File: src/rtl/gb_wr_ctrl.sv
// Write-side controller for the global-buffer bank ring: streams words into banks
// round-robin, tracks per-bank full flags and releases them on reader completion.
module gb_wr_ctrl #(
    parameter int SRAM_ADDRWIDTH = 9,
    parameter int DATA_WIDTH     = 96,
    parameter int NUM_BANK       = 16
) (
    input  logic                      clk,
    input  logic                      rst,
    input  logic                      start,
    input  logic [3:0]                SRAM_num,
    input  logic [SRAM_ADDRWIDTH-1:0] fill_len,
    input  logic                      din_val,
    input  logic [DATA_WIDTH-1:0]     din,
    input  logic                      din_last,
    output logic                      din_rdy,
    output logic                      write_en,
    output logic [SRAM_ADDRWIDTH-1:0] addr_Wr,
    output logic [DATA_WIDTH-1:0]     data_Wr,
    output logic [3:0]                Wr_ID,
    input  logic [3:0]                Rd_ID,
    input  logic                      read_SRAM_done,
    output logic                      SRAM_prepare,
    output logic [NUM_BANK-1:0]       full_flags,
    output logic [1:0]                State_Wr,
    output logic                      write_done
);

    localparam logic [1:0] WR_IDLE  = 2'b00;
    localparam logic [1:0] WR_WAIT  = 2'b01;
    localparam logic [1:0] WR_WRITE = 2'b11;
    localparam logic [1:0] WR_DONE  = 2'b10;

    logic [1:0]                state_q, state_d;
    logic [3:0]                wr_id_q, wr_id_d;
    logic [3:0]                sram_num_q, sram_num_d;
    logic [SRAM_ADDRWIDTH-1:0] addr_q, addr_d;
    logic [SRAM_ADDRWIDTH-1:0] fill_len_q, fill_len_d;
    logic [NUM_BANK-1:0]       flags_q, flags_d;
    logic                      write_done_q, write_done_d;
    logic                      cur_full_s;
    logic                      hs_s;
    logic                      close_s;

    assign cur_full_s = flags_q[wr_id_q];

    // Output decode: ready, handshake and bank-close; start/rst cycles never write.
    always_comb begin
        if (state_q == WR_WRITE) begin
            din_rdy = ~cur_full_s;
        end else begin
            din_rdy = 1'b0;
        end
        hs_s    = din_val & din_rdy & ~start & ~rst;
        close_s = hs_s & ((addr_q == fill_len_q) | din_last);
    end

    assign write_en     = hs_s;
    assign data_Wr      = din;
    assign addr_Wr      = addr_q;
    assign Wr_ID        = wr_id_q;
    assign full_flags   = flags_q;
    assign State_Wr     = state_q;
    assign write_done   = write_done_q;
    assign SRAM_prepare = flags_q[Rd_ID];

    // State register.
    always_ff @(posedge clk) begin
        if (rst) begin
            state_q <= WR_IDLE;
        end else begin
            state_q <= state_d;
        end
    end

    // Next-state logic; start overrides every state.
    always_comb begin
        state_d = state_q;
        if (start) begin
            state_d = WR_WAIT;
        end else begin
            case (state_q)
                WR_IDLE:  state_d = WR_IDLE;
                WR_WAIT:  state_d = cur_full_s ? WR_WAIT : WR_WRITE;
                WR_WRITE: begin
                    if (close_s) begin
                        state_d = din_last ? WR_DONE : WR_WAIT;
                    end else begin
                        state_d = WR_WRITE;
                    end
                end
                WR_DONE:  state_d = WR_IDLE;
                default:  state_d = WR_IDLE;
            endcase
        end
    end

    // Datapath next values: config capture, address/bank walk and flag set/clear.
    always_comb begin
        sram_num_d   = sram_num_q;
        fill_len_d   = fill_len_q;
        wr_id_d      = wr_id_q;
        addr_d       = addr_q;
        flags_d      = flags_q;
        write_done_d = 1'b0;
        if (start) begin
            sram_num_d = SRAM_num;
            fill_len_d = fill_len;
            wr_id_d    = 4'd0;
            addr_d     = '0;
            flags_d    = '0;
        end else begin
            if (read_SRAM_done) begin
                flags_d[Rd_ID] = 1'b0;
            end else begin
                flags_d = flags_q;
            end
            // Set is applied after clear so a same-bank collision keeps the bank full.
            if (close_s) begin
                flags_d[wr_id_q] = 1'b1;
                addr_d           = '0;
                wr_id_d          = (wr_id_q == sram_num_q) ? 4'd0 : wr_id_q + 4'd1;
                write_done_d     = din_last;
            end else if (hs_s) begin
                addr_d = addr_q + SRAM_ADDRWIDTH'(1);
            end else begin
                addr_d = addr_q;
            end
        end
    end

    // Datapath registers.
    always_ff @(posedge clk) begin
        if (rst) begin
            sram_num_q   <= 4'd0;
            fill_len_q   <= '0;
            wr_id_q      <= 4'd0;
            addr_q       <= '0;
            flags_q      <= '0;
            write_done_q <= 1'b0;
        end else begin
            sram_num_q   <= sram_num_d;
            fill_len_q   <= fill_len_d;
            wr_id_q      <= wr_id_d;
            addr_q       <= addr_d;
            flags_q      <= flags_d;
            write_done_q <= write_done_d;
        end
    end

endmodule

File: config.mk
export PLATFORM = sky130hd
export DESIGN_NAME = gb_wr_ctrl
export DESIGN_NICKNAME = d
export VERILOG_FILES = /design/src/rtl/gb_wr_ctrl.sv
export SDC_FILE = /design/constraint.sdc
export NUM_CORES = 1
export LEC_CHECK = 0
export ABC_AREA = 1
export ABC_CLOCK_PERIOD_IN_PS = 5600
export CAP_MARGIN = 20
export CORE_ASPECT_RATIO = 1.2
export CORE_UTILIZATION = 38
export DETAILED_ROUTE_END_ITERATION = 6
export PLACE_DENSITY = 0.94
export SLEW_MARGIN = 40
export SYNTH_ARGS = -nofsm -noshare
export SYNTH_HDL_FRONTEND = slang
export SYNTH_SLANG_ARGS = --single-unit
File: constraint.sdc
create_clock -name clk -period 5.6 [get_ports clk]
set_clock_uncertainty 0.05 [all_clocks]
set_input_delay 1.12 -clock clk [delete_from_list [all_inputs] [get_ports clk]]
set_output_delay 1.12 -clock clk [all_outputs]
set_load 0.005 [all_outputs]
==> results of run 1 <==
==> layer usage <==
metal	routed length (um)	vias up	global-route usage
met4	598	0	0.142
met3	957	69	0.0558
li1	-	1342	-
met2	4780	187	0.358
met1	3070	1315	0.192
met5	0	-	0
==> cell type report <==
type / instances / area, um2 / area share
Multi-Input combinational cell: 277 / 1600 / 0.452
Sequential cell: 45 / 901 / 0.254
Timing Repair Buffer: 59 / 586 / 0.165
Inverter: 44 / 170 / 0.0480
Tap cell: 120 / 150 / 0.0423
Clock buffer: 5 / 68.8 / 0.0194
Clock inverter: 3 / 68.8 / 0.0194
==> kinds of logic (layout without fill, tap and decap cells) <==
kind of cell,count (synthesis),count (layout),synth area share
AOI/OAI and AO/OA,83,83,0.147
xor gates and xnor gates,19,19,0.0471
adders and majority gates,5,5,0.0177
buffers and inverters,156,111,0.292
DFF,45,45,0.255
and+or+nand+nor,170,170,0.241
==> how the worst max path moves through the flow <==
stage	from	end	slack, ps	cells after the start
after floorplan	start	write_en	2370	6
after global placement	rst	write_en	970	7
after detailed placement	rst	write_en	830	7
after CTS	rst	write_en	840	7
after global routing	rst	write_en	710	7
final	rst	write_en	830	7
==> where the power goes <==
group	internal, mW	switching, mW
registers	0.326	0.00490
clock network	0.180	0.123
logic	0.0279	0.0386
total	0.533	0.166
==> worst max-delay path, delay by kind of cell <==
kind	cells	cell delay, ps
buffers and inverters	4	1530
and+or+nand+nor	3	940
==> state kept, by name, indices dropped and copies added, names as in the netlist <==
| name | cells |
|---|---|
| addr_Wr | 9 |
| sram_num_q | 4 |
| fill_len_q | 9 |
| State_Wr | 2 |
| full_flags | 16 |
| Wr_ID | 4 |
| write_done | 1 |
==> synthesized netlist by cell type (all sizes together) <==
library cell / number
clkinv: 1
a22oi: 1
o22ai: 7
o21bai: 3
nand3: 25
nor3: 4
o21ai: 22
a211oi: 1
nand4: 8
o31ai: 1
dfxtp: 45
ha: 5
a21oi: 47
nand2: 96
o2111ai: 1
xnor2: 8
nor2: 34
clkbuf: 6
nor4: 1
xor2: 11
or2: 2
buf: 106
inv: 43
==> per-stage QoR <==
step	instance area, um2	utilization	worst slack, ps
finish	3550	0.393	829
global route	3550	0.393	705
global placement	3410	0.377	966
floorplan	3530	-	2370
CTS	3540	0.392	842
detailed placement	3410	0.377	831
==> results.cfg, run 1 <==
[outcome]
status = finished, final reports clean

[cells_and_area]
layout_common_cells = nand2_1 (80), clkdlybuf4s50_1 (57), dfxtp_1 (45)
instances_no_fill = 553
antenna_cells = 0
layout_commonest_cell = nand2_1
syn_to_final_growth_pct = 0.389
fin_nets = 556
final.fill_count = 924
layout-drive-gt1-share = 0.159

[synth]
syn_inst = 478
yosysTopAreaCellShare = 0.255
synth.cell_area_um2 = 3530
synth_top_area_cell = dfxtp_1
yosysWarnings = 0
seq_area_frac_synth = 0.255
syn_nets = 602
syn_area_per_cell_um2 = 7.39
synth-seq-cells = 45
synth_cell_types = 37
yosys-top-cells-area = dfxtp_1 (25%), buf_4 (21%), nand2_1 (8.6%)

[worst_setup_path]
path_cells = clkdlybuf4s50_1, nor2_1, inv_1, nor2_2, nand2_4, clkinv_4, clkdlybuf4s50_1
required_ps = 4430
slowest_stage = clkdlybuf4s50_1
crit_path_start_kind = input port
r2r_slack_ps = 2940
cp.arrival_ps = 3600
r2r_start = Wr_ID[0]$_SDFFE_PP0N_
cp_max_fo = 21
criticalPathCategory = in2out
r2r_cells = 10
crit_path_max_incr_delay_ps = 630
end_kind = output port
r2r-end = full_flags[5]$_SDFF_PP0_
crit_top_cell = clkdlybuf4s50_1

[grt]
grt_pass1_wl_um = 14900
grt_use_total = 0.197
grt_overflow = 0
grt_pass1_vias = 2854
antenna_found_initial = 0
grt_max_degree = 22

[floorplan]
rows = 38
die_area_um2 = 9690
start_util = 0.391
core_region_area_um2 = 9030
die_h_um = 108
ios = 250
die_w_um = 90.0

[clock_tree]
hold_buffers = 0
cts_htree_levels = 2
clk_pin_slew_worst_paths_ps = 90
clk_latency_ps = 310
cts_buffers = 5
tritoncts = yes
cts.path.max_buffers = 2
root_buffer = clkbuf_8
clock_sinks = 45
cts_setup_buffers = 0
post_cts_resize_count = 0

[hold_path]
hold_path_end = fill_len_q[3]$_SDFFE_PP0P_
min_path_type = reg2reg
min_from = fill_len_q[3]$_SDFFE_PP0P_
min_path_cells = 2

[placed_design]
gp_congestion = 0.951
dp.cells = 545
dpl.hpwl_um = 7410
port_buffers = 57

[pwr]
peakVddDrop_uv = 135
p_total_mw = 0.700
cellPowerDensity_nw_per_um2 = 197
p_leak_nw = 1.29

[routing]
drt-initial-drc-count = 217
ant_nets = 0
detail_route.first_pass.iterations = 7
drt_wl_total_um = 9400
avgRoutedWirePerCell_um = 17.0
post_drt_via_cell_ratio = 5.27
vias = 2913
drc = 0

[timing]
slew_headroom = 0.601
setup_viol = 0
finalCritPeriodShare = 0.852
maxSlewViolCount = 0
timing_hold_violations_final = 0
setup_tns_ps = 0
finalHoldWorstSlack_ps = 432
finalCriticalPeriod_ps = 4770
rsz0062_at_grt = false
worst_pin_slew_ps = 598
fmax_mhz = 210

[job]
maxCapViolCount = 0
Power figures use the tool's default switching activity.
==> run 2: changes to the inputs <==
--- a/config.mk
+++ b/config.mk
@@ -10,7 +10,7 @@
 export CAP_MARGIN = 20
 export CORE_ASPECT_RATIO = 1.2
-export CORE_UTILIZATION = 38
+export CORE_UTILIZATION = 29
 export DETAILED_ROUTE_END_ITERATION = 6
-export PLACE_DENSITY = 0.94
+export PLACE_DENSITY = 0.76
 export SLEW_MARGIN = 40
 export SYNTH_ARGS = -nofsm -noshare
==> constraint.sdc (replaced) <==
create_clock -name clk -period 5.6 [get_ports clk]
set_clock_uncertainty 0.05 [all_clocks]
set_input_delay 0.84 -clock clk [delete_from_list [all_inputs] [get_ports clk]]
set_output_delay 0.84 -clock clk [all_outputs]
set_load 0.005 [all_outputs]
==> run 2 against run 1 <==
Compared with the run above: via count is 4.8% lower; sequential power is essentially flat; critical path depth is 1 higher; global-route usage decreased by 4.6 points; flip-flop and latch count unchanged; final cell count increased by 6.7%; final area up 2.4%; register-to-register slack better by 50 ps; critical path type unchanged.
==> results.cfg, run 2 (synthesis gave the netlist of run 1 again) <==
[timing]
finalCriticalPeriod_ps = 4840
setup_tns_ps = 0
worst_pin_slew_ps = 741
fin_ws_ps = 764
slew_headroom = 0.503
rsz0062_at_grt = false
finalCritPeriodShare = 0.864
maxSlewViolCount = 0
fmax_mhz = 207
timing_hold_violations_final = 0
setup_viol = 0

[worst_setup_path]
slowest_stage = clkinv_1
critPathBufInv = 5
r2r-end = full_flags[0]$_SDFF_PP0_
r2r_cells = 10
r2r_slack_ps = 2990
criticalPathCategory = in2out
end_kind = output port
crit_path_max_incr_delay_ps = 650
required_ps = 4710
cp_top_family = buffers and inverters
crit_path_start_kind = input port
path_cells = clkdlybuf4s50_1, buf_4, nor2_1, clkinv_1, nor2_2, nand2_4, clkinv_4, clkdlybuf4s50_1
crit_top_cell = clkdlybuf4s50_1
r2r_start = Wr_ID[0]$_SDFFE_PP0N_
cp.arrival_ps = 3950
cp_max_fo = 21

[cells_and_area]
syn_to_final_growth_pct = 2.80
layout_common_cells = nand2_1 (80), clkdlybuf4s50_1 (57), dfxtp_1 (45)
fin_nets = 556
largest_reg_flops = 16
layout-drive-gt1-share = 0.159
antenna_cells = 0
fin_area_um2 = 3630
layout_commonest_cell = nand2_1

[grt]
grt_pass1_wl_um = 14300
grt_max_degree = 22
antenna_found_initial = 0
grt_use_total = 0.150
grt_overflow = 0
grt_pass1_vias = 2683

[routing]
vias = 2773
met1_length_um = 3370
ant_nets = 0
drc = 0
drt-initial-drc-count = 220
highest_layer = met4
avgRoutedWirePerCell_um = 15.7
wl_met3_um = 820
detail_route.first_pass.iterations = 4
drt_wl_total_um = 9260
post_drt_via_cell_ratio = 4.70
dr_wl_met2_um = 4280

[floorplan]
rows = 43
ios = 250
die_area_um2 = 12600
die_w_um = 103
die_h_um = 123
start_util = 0.301
core_region_area_um2 = 11700

[job]
maxCapViolCount = 0

[pwr]
cellPowerDensity_nw_per_um2 = 204
peakVddDrop_uv = 110
p_leak_nw = 1.30
p_total_mw = 0.741

[clock_tree]
root_buffer = clkbuf_16
clk_pin_slew_worst_paths_ps = 60
cts_setup_buffers = 0
cts.path.max_buffers = 2
cts_buffers = 5
cts_htree_levels = 2
post_cts_resize_count = 0
hold_buffers = 0
clk_latency_ps = 290
tritoncts = yes
clock_sinks = 45

[placed_design]
dpl.hpwl_um = 7140
gp_congestion = 0.895
dpl_cell_area_um2 = 3450
dp_slack_ps = 1140
port_buffers = 57

[hold_path]
min_path_type = reg2reg
min_path_cells = 2
min_from = sram_num_q[0]$_SDFFE_PP0P_
hold_path_end = sram_num_q[0]$_SDFFE_PP0P_

[outcome]
status = finished, final reports clean
==> run 2: cell types whose count changed in the layout (fill, tap and decap cells not counted) <==
cell	change
inv_1	-1
inv_6	-1
clkbuf_16	+5
clkbuf_8	-4
bufinv_16	-1
clkinv_1	+1
clkinvlp_4	+1
==> run 2: final cells by class <==
| type | instances | area [um2] |
|---|---|---|
| inverter | 44 | 170 |
| clock inverter | 2 | 37.5 |
| clock buffer | 6 | 139 |
| sequential | 45 | 901 |
| timing repair buffer | 59 | 586 |
| tap | 157 | 196 |
| multi-input combinational | 277 | 1600 |
| fill | 1279 | 8100 |
==> run 2: worst max-delay path by stage <==
| stage | from | end | slack, ps | cells past startpoint |
|---|---|---|---|---|
| floorplan | start | write_en | 2930 | 6 |
| global placement | rst | write_en | 1190 | 8 |
| detailed placement | start | write_en | 1140 | 8 |
| CTS | start | write_en | 1130 | 8 |
| global route | start | write_en | 540 | 8 |
| finish | start | write_en | 760 | 8 |
==> run 2: report_power, final <==
group	switching, mW	internal (mW)
logic	0.0376	0.0279
registers	0.00461	0.326
clock network	0.122	0.223
total	0.164	0.577
==> run 2: metrics by stage <==
step / std cells / util / hold slack, ps
after detailed placement: 582 / 0.294 / 422
after global routing: 590 / 0.310 / 446
after global placement: 582 / 0.294 / 414
after floorplan: 478 / - / 395
final: 590 / 0.310 / 430
after CTS: 590 / 0.309 / 431
==> run 2: tightest hold or removal path: stages (launching register included) <==
cell,delay [ps]
dfxtp_1,320
nand2_1,60
a21oi_1,50
==> run 2: layer usage <==
layer  global-route usage  vias to the layer above
met5                    0                        -
met4                0.137                        0
met3               0.0334                       76
met2                0.246                      129
met1                0.160                     1227
li1                     -                     1341
